## src/rtl/i2c_master_burst.sv

```systemverilog
// I2C master running full register transactions: addressed burst write, or pointer write
// followed by a repeated-start burst read. SCL comes from a quarter-period clock divider.
module i2c_master_burst #(
  parameter int unsigned CLK_DIV   = 4,
  parameter int unsigned MAX_BYTES = 4,
  parameter int unsigned CW        = $clog2(MAX_BYTES + 1)
) (
  input  logic                   clk,
  input  logic                   rst,
  input  logic                   start,
  input  logic                   rw,
  input  logic [6:0]             slave_addr,
  input  logic [7:0]             reg_addr,
  input  logic [CW-1:0]          num_bytes,
  input  logic [8*MAX_BYTES-1:0] wdata,
  output logic [8*MAX_BYTES-1:0] rdata,
  output logic                   busy,
  output logic                   done,
  output logic                   nack_err,
  output logic                   scl_o,
  output logic                   sda_oe,
  input  logic                   sda_i
);
  localparam int unsigned DW = (CLK_DIV > 1) ? $clog2(CLK_DIV) : 1;

  typedef enum logic [3:0] {
    StIdle, StStart, StAddr, StReg, StRstart, StAddrR, StWrByte, StRdByte, StStop, StDone
  } state_t;

  state_t                 state_q, state_d;
  logic [DW-1:0]          div_q;
  logic [1:0]             qtr_q, qtr_d;
  logic [3:0]             bit_q, bit_d;
  logic [CW-1:0]          byte_q, byte_d, n_q, n_clamp;
  logic                   rw_q, ack_q;
  logic [6:0]             addr_q;
  logic [7:0]             reg_q, shift_q, tx_byte;
  logic [8*MAX_BYTES-1:0] wdata_q;
  logic                   tick, accept, nack_hit, last_byte, scl_d, sda_d;

  assign accept    = (state_q == StIdle) && start;
  assign tick      = busy && (div_q == DW'(CLK_DIV - 1));
  assign last_byte = (byte_q == n_q - CW'(1));
  assign n_clamp   = (num_bytes > CW'(MAX_BYTES)) ? CW'(MAX_BYTES) : num_bytes;

  // Sequencing advances only at quarter boundaries; a bit ends when quarter 3 ticks.
  always_comb begin
    state_d  = state_q;
    qtr_d    = qtr_q;
    bit_d    = bit_q;
    byte_d   = byte_q;
    nack_hit = 1'b0;
    case (state_q)
      StIdle: if (start) begin
        state_d = StStart;
        qtr_d   = 2'd0;
      end
      StDone: state_d = StIdle;
      default: if (tick) begin
        qtr_d = qtr_q + 2'd1;
        if (qtr_q == 2'd3) begin
          bit_d = bit_q + 4'd1;
          if (state_q == StStart || state_q == StRstart) begin
            state_d = (state_q == StStart) ? StAddr : StAddrR;
            bit_d   = '0;
          end else if (state_q == StStop) begin
            state_d = StDone;
          end else if (bit_q == 4'd8) begin
            bit_d = '0;
            if (ack_q && state_q != StRdByte) begin
              nack_hit = 1'b1;
              state_d  = StStop;
            end else begin
              case (state_q)
                StAddr:  state_d = StReg;
                StReg:   state_d = (n_q == '0) ? StStop : (rw_q ? StRstart : StWrByte);
                StAddrR: state_d = StRdByte;
                default: begin
                  if (last_byte) state_d = StStop;
                  else           byte_d  = byte_q + CW'(1);
                end
              endcase
            end
          end
        end
      end
    endcase
  end

  always_comb begin
    tx_byte = 8'h00;
    case (state_d)
      StAddr:   tx_byte = {addr_q, 1'b0};
      StReg:    tx_byte = reg_q;
      StAddrR:  tx_byte = {addr_q, 1'b1};
      StWrByte: tx_byte = wdata_q[8*byte_d +: 8];
      default:  ;
    endcase
  end

  // Line levels for the quarter about to begin, so the outputs can be registered.
  always_comb begin
    scl_d = 1'b1;
    sda_d = 1'b0;
    case (state_d)
      StStart:  sda_d = qtr_d[1];
      StRstart: begin
        scl_d = (qtr_d != 2'd0);
        sda_d = qtr_d[1];
      end
      StStop: begin
        scl_d = (qtr_d != 2'd0);
        sda_d = ~qtr_d[1];
      end
      StAddr, StReg, StAddrR, StWrByte: begin
        scl_d = qtr_d[1];
        sda_d = (bit_d != 4'd8) && !tx_byte[3'd7 - bit_d[2:0]];
      end
      StRdByte: begin
        scl_d = qtr_d[1];
        sda_d = (bit_d == 4'd8) && !last_byte;
      end
      default: ;
    endcase
  end

  always_ff @(posedge clk or negedge rst) begin
    if (!rst) begin
      state_q  <= StIdle;
      div_q    <= '0;
      qtr_q    <= '0;
      bit_q    <= '0;
      byte_q   <= '0;
      n_q      <= '0;
      rw_q     <= 1'b0;
      addr_q   <= '0;
      reg_q    <= '0;
      wdata_q  <= '0;
      shift_q  <= '0;
      ack_q    <= 1'b0;
      rdata    <= '0;
      busy     <= 1'b0;
      done     <= 1'b0;
      nack_err <= 1'b0;
      scl_o    <= 1'b1;
      sda_oe   <= 1'b0;
    end else begin
      state_q <= state_d;
      qtr_q   <= qtr_d;
      bit_q   <= bit_d;
      byte_q  <= byte_d;
      scl_o   <= scl_d;
      sda_oe  <= sda_d;
      done    <= 1'b0;
      if (accept) begin
        div_q    <= '0;
        bit_q    <= '0;
        byte_q   <= '0;
        busy     <= 1'b1;
        nack_err <= 1'b0;
        rw_q     <= rw;
        addr_q   <= slave_addr;
        reg_q    <= reg_addr;
        n_q      <= n_clamp;
        wdata_q  <= wdata;
        if (rw) rdata <= '0;
      end else if (busy) begin
        div_q <= tick ? '0 : div_q + DW'(1);
      end
      if (nack_hit) nack_err <= 1'b1;
      if (tick && qtr_q == 2'd2) begin
        ack_q <= sda_i;
        if (state_q == StRdByte && bit_q != 4'd8) shift_q <= {shift_q[6:0], sda_i};
      end
      if (tick && qtr_q == 2'd3 && state_q == StRdByte && bit_q == 4'd7) begin
        rdata[8*byte_q +: 8] <= shift_q;
      end
      if (tick && qtr_q == 2'd3 && state_q == StStop) begin
        done <= 1'b1;
        busy <= 1'b0;
      end
    end
  end

endmodule

```

## config.mk

```make
export PLATFORM = sky130hd
export DESIGN_NAME = i2c_master_burst
export DESIGN_NICKNAME = d
export VERILOG_FILES = /design/src/rtl/i2c_master_burst.sv
export SDC_FILE = /design/constraint.sdc
export NUM_CORES = 1
export LEC_CHECK = 0
export CAP_MARGIN = 25
export CORE_MARGIN = 2
export CORE_UTILIZATION = 45
export DETAILED_ROUTE_END_ITERATION = 16
export PLACE_DENSITY = 0.69
export SLEW_MARGIN = 10
export SYNTH_ARGS = -nofsm -noshare
export SYNTH_HDL_FRONTEND = slang
export SYNTH_SLANG_ARGS = --single-unit
```

## constraint.sdc

```tcl
create_clock -name clk -period 4.2 [get_ports clk]
set_input_delay 0.84 -clock clk [delete_from_list [all_inputs] [get_ports clk]]
set_output_delay 0.84 -clock clk [all_outputs]
set_load 0.05 [all_outputs]
```

======== After elaboration in Yosys (flattened, before gate mapping) ========
Index checks and enable logic that the tools add are counted.
storage, ports and cells
  bits in registers ....................... 112
  output and inout bits ................... 37
  word-level logic and storage cells ...... 142
cells by class
  $add $sub $neg .......................... 7
  magnitude comparators ................... 2
  eq/ne operators ......................... 26
  shifts and indexed selects .............. 3
  muxes and demuxes ....................... 58
  bitwise logic cells ..................... 1
  reduce and logical (&&, ||, !) cells .... 27
operator list
  operator                                                                  count
  32-bit two-way mux                                                        3
  4-bit two-way mux                                                         16
  3-bit two-way mux                                                         12
  6-bit negation with 34-bit output                                         1
  8-bit by 34-bit variable shift with 32-bit output (first input constant)  1
  8-bit by 34-bit indexed part select with 32-bit output                    1
  32-bit bitwise mux                                                        1
  4-bit by 3-bit == test with 1-bit output (second input constant)          8
  8-bit case mux with 4 select lines                                        1
  32-bit by 7-bit indexed part select with 8-bit output                     1
  4-bit == test (second input constant)                                     5
  4-bit by 2-bit == test with 1-bit output (second input constant)          4
  1-bit two-way mux                                                         13
  2-bit two-way mux                                                         6
  4-bit case mux with 3 select lines                                        1
  1-bit logical AND                                                         11
  4-bit by 1-bit == test with 1-bit output (second input constant)          2
  4-bit inequality test (second input constant)                             2
  4-bit case mux with 2 select lines                                        1
  2-bit nonzero test                                                        4
  2-bit == test (second input constant)                                     3
  2-bit OR reduction                                                        3
  5-bit OR reduction                                                        1
  2-bit by 1-bit adder with 2-bit output (second input constant)            2
  other kinds (20)                                                          21

======== Longest topological paths before layout ========
  depth after elaboration ................. 18
  gate-level depth with buffers ........... 14
  mapped depth without buffers ............ 12

======== Worst setup path before layout ========
Ideal clock, no wire load.
  path type ............................... register -> register
  start point ............................. register byte_q[0]
  end point ............................... register sda_oe
  library setup time ...................... 0.087 ns
  data arrival time ....................... 2.908 ns
  required time ........................... 4.113 ns
  setup slack ............................. 1.206 ns
  cell stages (with the launch flop) ...... 13
  buffers on the path ..................... 3
  cells stage by stage .................... dfrtp_1 -> clkbuf_1 -> clkinv_1 -> ha_1 -> clkbuf_1 -> clkbuf_1 -> mux2i_1 -> nand3_1 -> o311ai_1 -> o22ai_1 -> a221oi_1 -> a211oi_1 -> a211oi_2
between the ends
  longest elaborated chain between the ends .. 17
  elaborated cells on any way between the ends .. 39
  those cells by class .................... 1 x add/sub; 9 x eq/ne; 1 x shift; 22 x mux; 6 x reduce/logical
RTL lines
  what                                                                            RTL line  source
  from (decl)                                                                     34        logic [CW-1:0] byte_q, byte_d, n_q, n_clamp;
  from (signal assigned)                                                          151       byte_q <= byte_d;
  3-bit by 1-bit adder with 3-bit output / 3-bit == test (equally long branches)  80, 43
  3-bit two-way mux / 4-bit two-way mux (equally long branches)                   79        if (last_byte) state_d = StStop;
  3-bit two-way mux / 4-bit case mux with 3 select lines (equally long branches)  74        case (state_q)
  3-bit two-way mux / 4-bit two-way mux (equally long branches)                   70        if (ack_q && state_q != StRdByte) begin
  3-bit two-way mux / 4-bit two-way mux (equally long branches)                   68        end else if (bit_q == 4'd8) begin
  3-bit two-way mux / 4-bit two-way mux (equally long branches)                   66        end else if (state_q == StStop) begin
  3-bit two-way mux / 4-bit two-way mux (equally long branches)                   63        if (state_q == StStart || state_q == StRstart) begin
  3-bit two-way mux / 4-bit two-way mux (equally long branches)                   61        if (qtr_q == 2'd3) begin
  [... 2 more ...]                                                                --
  32-bit by 7-bit indexed part select with 8-bit output (tied with other cells)   96        StWrByte: tx_byte = wdata_q[8*byte_d +: 8];
  8-bit case mux with 4 select lines                                              92        case (state_d)
  1-bit binary-select mux with 3-bit select                                       117       sda_d = (bit_d != 4'd8) && !tx_byte[3'd7 - bit_d[2:0]];
  1-bit two-way mux (not written as such)                                         117
  1-bit zero test                                                                 117
  1-bit logical AND                                                               117
  1-bit case mux with 4 select lines (*)                                          105       case (state_d)
  net sda_d                                                                       39        logic tick, accept, nack_hit, last_byte, scl_d, sda_d;
  to (signal assigned)                                                            146       sda_oe <= 1'b0;
  to (signal assigned)                                                            153       sda_oe <= sda_d;
  to (decl)                                                                       21        output logic sda_oe,
Mark *: on every way through the listed nets, which the timed path passes. The rest lies on a longest branch. The select of a mux whose other input is x is not followed.
A chain may end at the register's enable or synchronous reset.

======== Final worst setup path ========
  start point ............................. register byte_q[1]
  end point ............................... register sda_oe
The elaborated chain is that of the path after synthesis.

==> flow_summary.ini <==
[routing]
drt_iter0_markers = 347
vias = 4934
route.detailed.drc = 0
antenna_left = 0
avgViaCountPerCell = 5.36
wire_per_inst_microns = 15.7
dr.pass1.iters = 4
wirelength_microns = 14500

[clocking]
cts_buffers = 9
cts_setup_buffers = 0
clkTransAtPathRegs_ns = 0.08
cts_root_buffer = clkbuf_16
h-tree-depth = 3
clk_latency_ns = 0.36
clockBufferDepth = 2
cts_resized = 0
cts_tree = built
ctsHoldBuffers = 0
cts.sinks = 112

[cells_and_area]
syn_to_final_growth_pct = 22.3
drive_gt1_share_pct = 8.06
nFillCells = 1199
n_antenna_cell = 0
nets = 804

[grt]
grt_pass1_vias = 4913
grt_pass1_wl_microns = 24200
track_usage_pct = 21.5
antenna_found_initial = 0
grt_max_degree = 65
grt_overflow_total = 0

[worst_setup_path]
start_kind = flop
worstReg2RegEnd = sda_oe$_DFF_PN0_
reg2reg_depth = 9
r2r_start = byte_q[1]$_DFF_PN0_
worstPathMaxFanout = 18
rrSetupSlack_ns = 0.89
end_kind = flop
critical_path_class = flop to flop
required_ns = 4.47
cp.arrival_ns = 3.58

[timing]
max_freq_ghz = 0.302
rsz0062_at_grt = no
skew_ns = 0.00943
fin_crit_sh_pct = 78.9
tns_ns = 0
slew_viol_final = 0
relSlewSlack_pct = 38.3
worst_slew_pin_slew_ns = 0.922
layout_setup_ws_ns = 0.887
min_period_ns = 3.31
hold_viol = 0
final-setup-viol-count = 0

[floorplan]
core_sq_um = 13100
rows = 42
die_h_microns = 119
ioPinCount = 92
die_w_microns = 119
dieArea_sq_um = 14200
start_util_pct = 45.5

[logic_synthesis]
ys_types = 65
syn_inst = 665
synth_edf_count = 0
synth_area_sq_um = 5950
synth.avg_cell_area_sq_um = 8.95
async_reset_ff_share_pct = 100
synth-seq-area-share_pct = 47.1
yosysWarningCount = 0
synth_seq_cells = 112
synth_ff_type = dfrtp_1
syn_nets = 730

[placed_design]
port_buffers = 91
dp_slack_ns = 0.920
place_congestion = 0.897
dp_hpwl_microns = 10400

[power]
total_power_mw = 2.01
p_leak_nw = 3.30
peakVddDrop_mv = 0.172
powerDensity_nw_per_um2 = 276

[hold_path]
min_path_type = input port to asynchronous set/reset pin

[run_status]
status = finished clean

[run]
max_cap_viol_count = 0
-- logic make-up after synthesis --
logic type	synth area share (%)
AND/OR/NAND/NOR	24.9
flip-flops	47.1
AO/OA/AOI/OAI	11.2
buffers and inverters	3.95
multiplexers	9.52
adder cells (fa/ha/maj)	2.10
XOR/XNOR	1.18
-- how the worst max path moves through the flow --
stage | from | endpoint | slack (ns) | cells after the start
floorplan | byte_q[0]$_DFF_PN0_ | sda_oe$_DFF_PN0_ | 1.21 | 12
global placement | state_q[2]$_DFF_PN0_ | sda_oe$_DFF_PN0_ | 1.05 | 10
detailed placement | byte_q[1]$_DFF_PN0_ | sda_oe$_DFF_PN0_ | 0.92 | 9
CTS | byte_q[1]$_DFF_PN0_ | sda_oe$_DFF_PN0_ | 0.90 | 9
global route | byte_q[1]$_DFF_PN0_ | sda_oe$_DFF_PN0_ | 0.66 | 9
finish | byte_q[1]$_DFF_PN0_ | sda_oe$_DFF_PN0_ | 0.89 | 9
-- critical path, cell delays in order, from the launching register on --
cell,delay (ns)
dfrtp_1,0.85
inv_1,0.19
ha_1,0.77
nand2_1,0.19
mux2_1,0.33
o221ai_1,0.18
o22ai_1,0.13
a221oi_1,0.33
a211oi_1,0.10
a211oi_2,0.16
-- power breakdown --
| part | switching, mW | leakage (nW) | internal, mW |
|---|---|---|---|
| registers | 0.00133 | 1.31 | 1.08 |
| logic | 0.0289 | 1.84 | 0.0461 |
| clock network | 0.433 | 0.144 | 0.421 |
| total | 0.463 | 3.30 | 1.54 |
-- metal layers --
| layer | vias up | part of all wire [%] | GRT usage (%) |
|---|---|---|---|
| met2 | 126 | 49 | 34.9 |
| met3 | 21 | 4.4 | 3.30 |
| li1 | 2421 | - | - |
| met1 | 2366 | 45 | 28.6 |
| met4 | 0 | 2.2 | 9.23 |
| met5 | - | 0 | 0.368 |
-- layout make-up --
type                    instances  area [sq um]  area share [%]
clock buffers                   9           225            3.09
multi-input cells             499          2910            40.0
inverters                      18          67.6           0.928
clock inverters                 7          73.8            1.01
well taps                     176           220            3.02
repair buffers                 99           976            13.4
flip-flops and latches        112          2800            38.5
-- stage by stage --
step                      hold slack, ns  instance area (sq um)  util (%)  std cells
after floorplan                    0.440                   5950         -        665
after global placement             0.459                   6970      53.2        903
after detailed placement           0.463                   6970      53.2        903
after CTS                          0.474                   7270      55.5        919
after global routing               0.495                   7280      55.6        920
final                              0.450                   7280      55.6        920
-- sequential cells by signal (all words and copies together) (netlist names), 3 cells and up --
signal / cells
addr_q: 7
bit_q: 4
byte_q: 3
n_q: 3
rdata: 32
reg_q: 8
shift_q: 8
state_q: 4
wdata_q: 32
-- synth_stat cells, drive strengths merged, types with 2 or more instances --
cell | number | area [sq um]
nand2 | 220 | 826
dfrtp | 111 | 2780
o21ai | 38 | 190
nand3 | 37 | 185
nor2 | 31 | 119
mux2i | 24 | 240
buf | 18 | 100
clkbuf | 18 | 67.6
inv | 17 | 63.8
mux2 | 17 | 191
a21oi | 16 | 80.1
ha | 10 | 125
a211oi | 8 | 75.1
and3 | 8 | 50.1
mux4 | 6 | 135
nand3b | 6 | 48.8
nor2b | 6 | 37.5
and2 | 5 | 31.3
nor3 | 5 | 25.0
o211ai | 5 | 51.3
xnor2 | 5 | 43.8
nand4b | 4 | 50.1
nor3b | 4 | 35.0
a21boi | 3 | 22.5
a22oi | 3 | 22.5
nand2b | 3 | 18.8
o21a | 3 | 22.5
o22ai | 3 | 18.8
xor2 | 3 | 26.3
a2bb2oi | 2 | 17.5
a31oi | 2 | 12.5
o311ai | 2 | 25.0
or3 | 2 | 12.5
-- cell usage in the layout (no fill, tap or decap), drive strengths merged, types with 3 or more instances in the layout --
cell,Yosys,layout
nor3b,4,4
mux4,6,6
a211oi,8,8
nor2,31,31
and2,5,5
xor2,3,3
o211ai,5,5
mux2i,24,24
buf,18,9
o21a,3,3
nor3,5,5
clkdlybuf4s50,0,90
o21ai,38,38
nand3b,6,6
o22ai,3,3
clkbuf,18,9
dfrtp,111,111
xnor2,5,5
mux2,17,17
a22oi,3,3
nand4b,4,4
and3,8,8
nand2b,3,3
inv,17,20
nor2b,6,6
a21boi,3,3
nand2,220,220
ha,10,10
clkinv,1,4
nand3,37,37
a21oi,16,16
(Power assumes the default switching activity.)
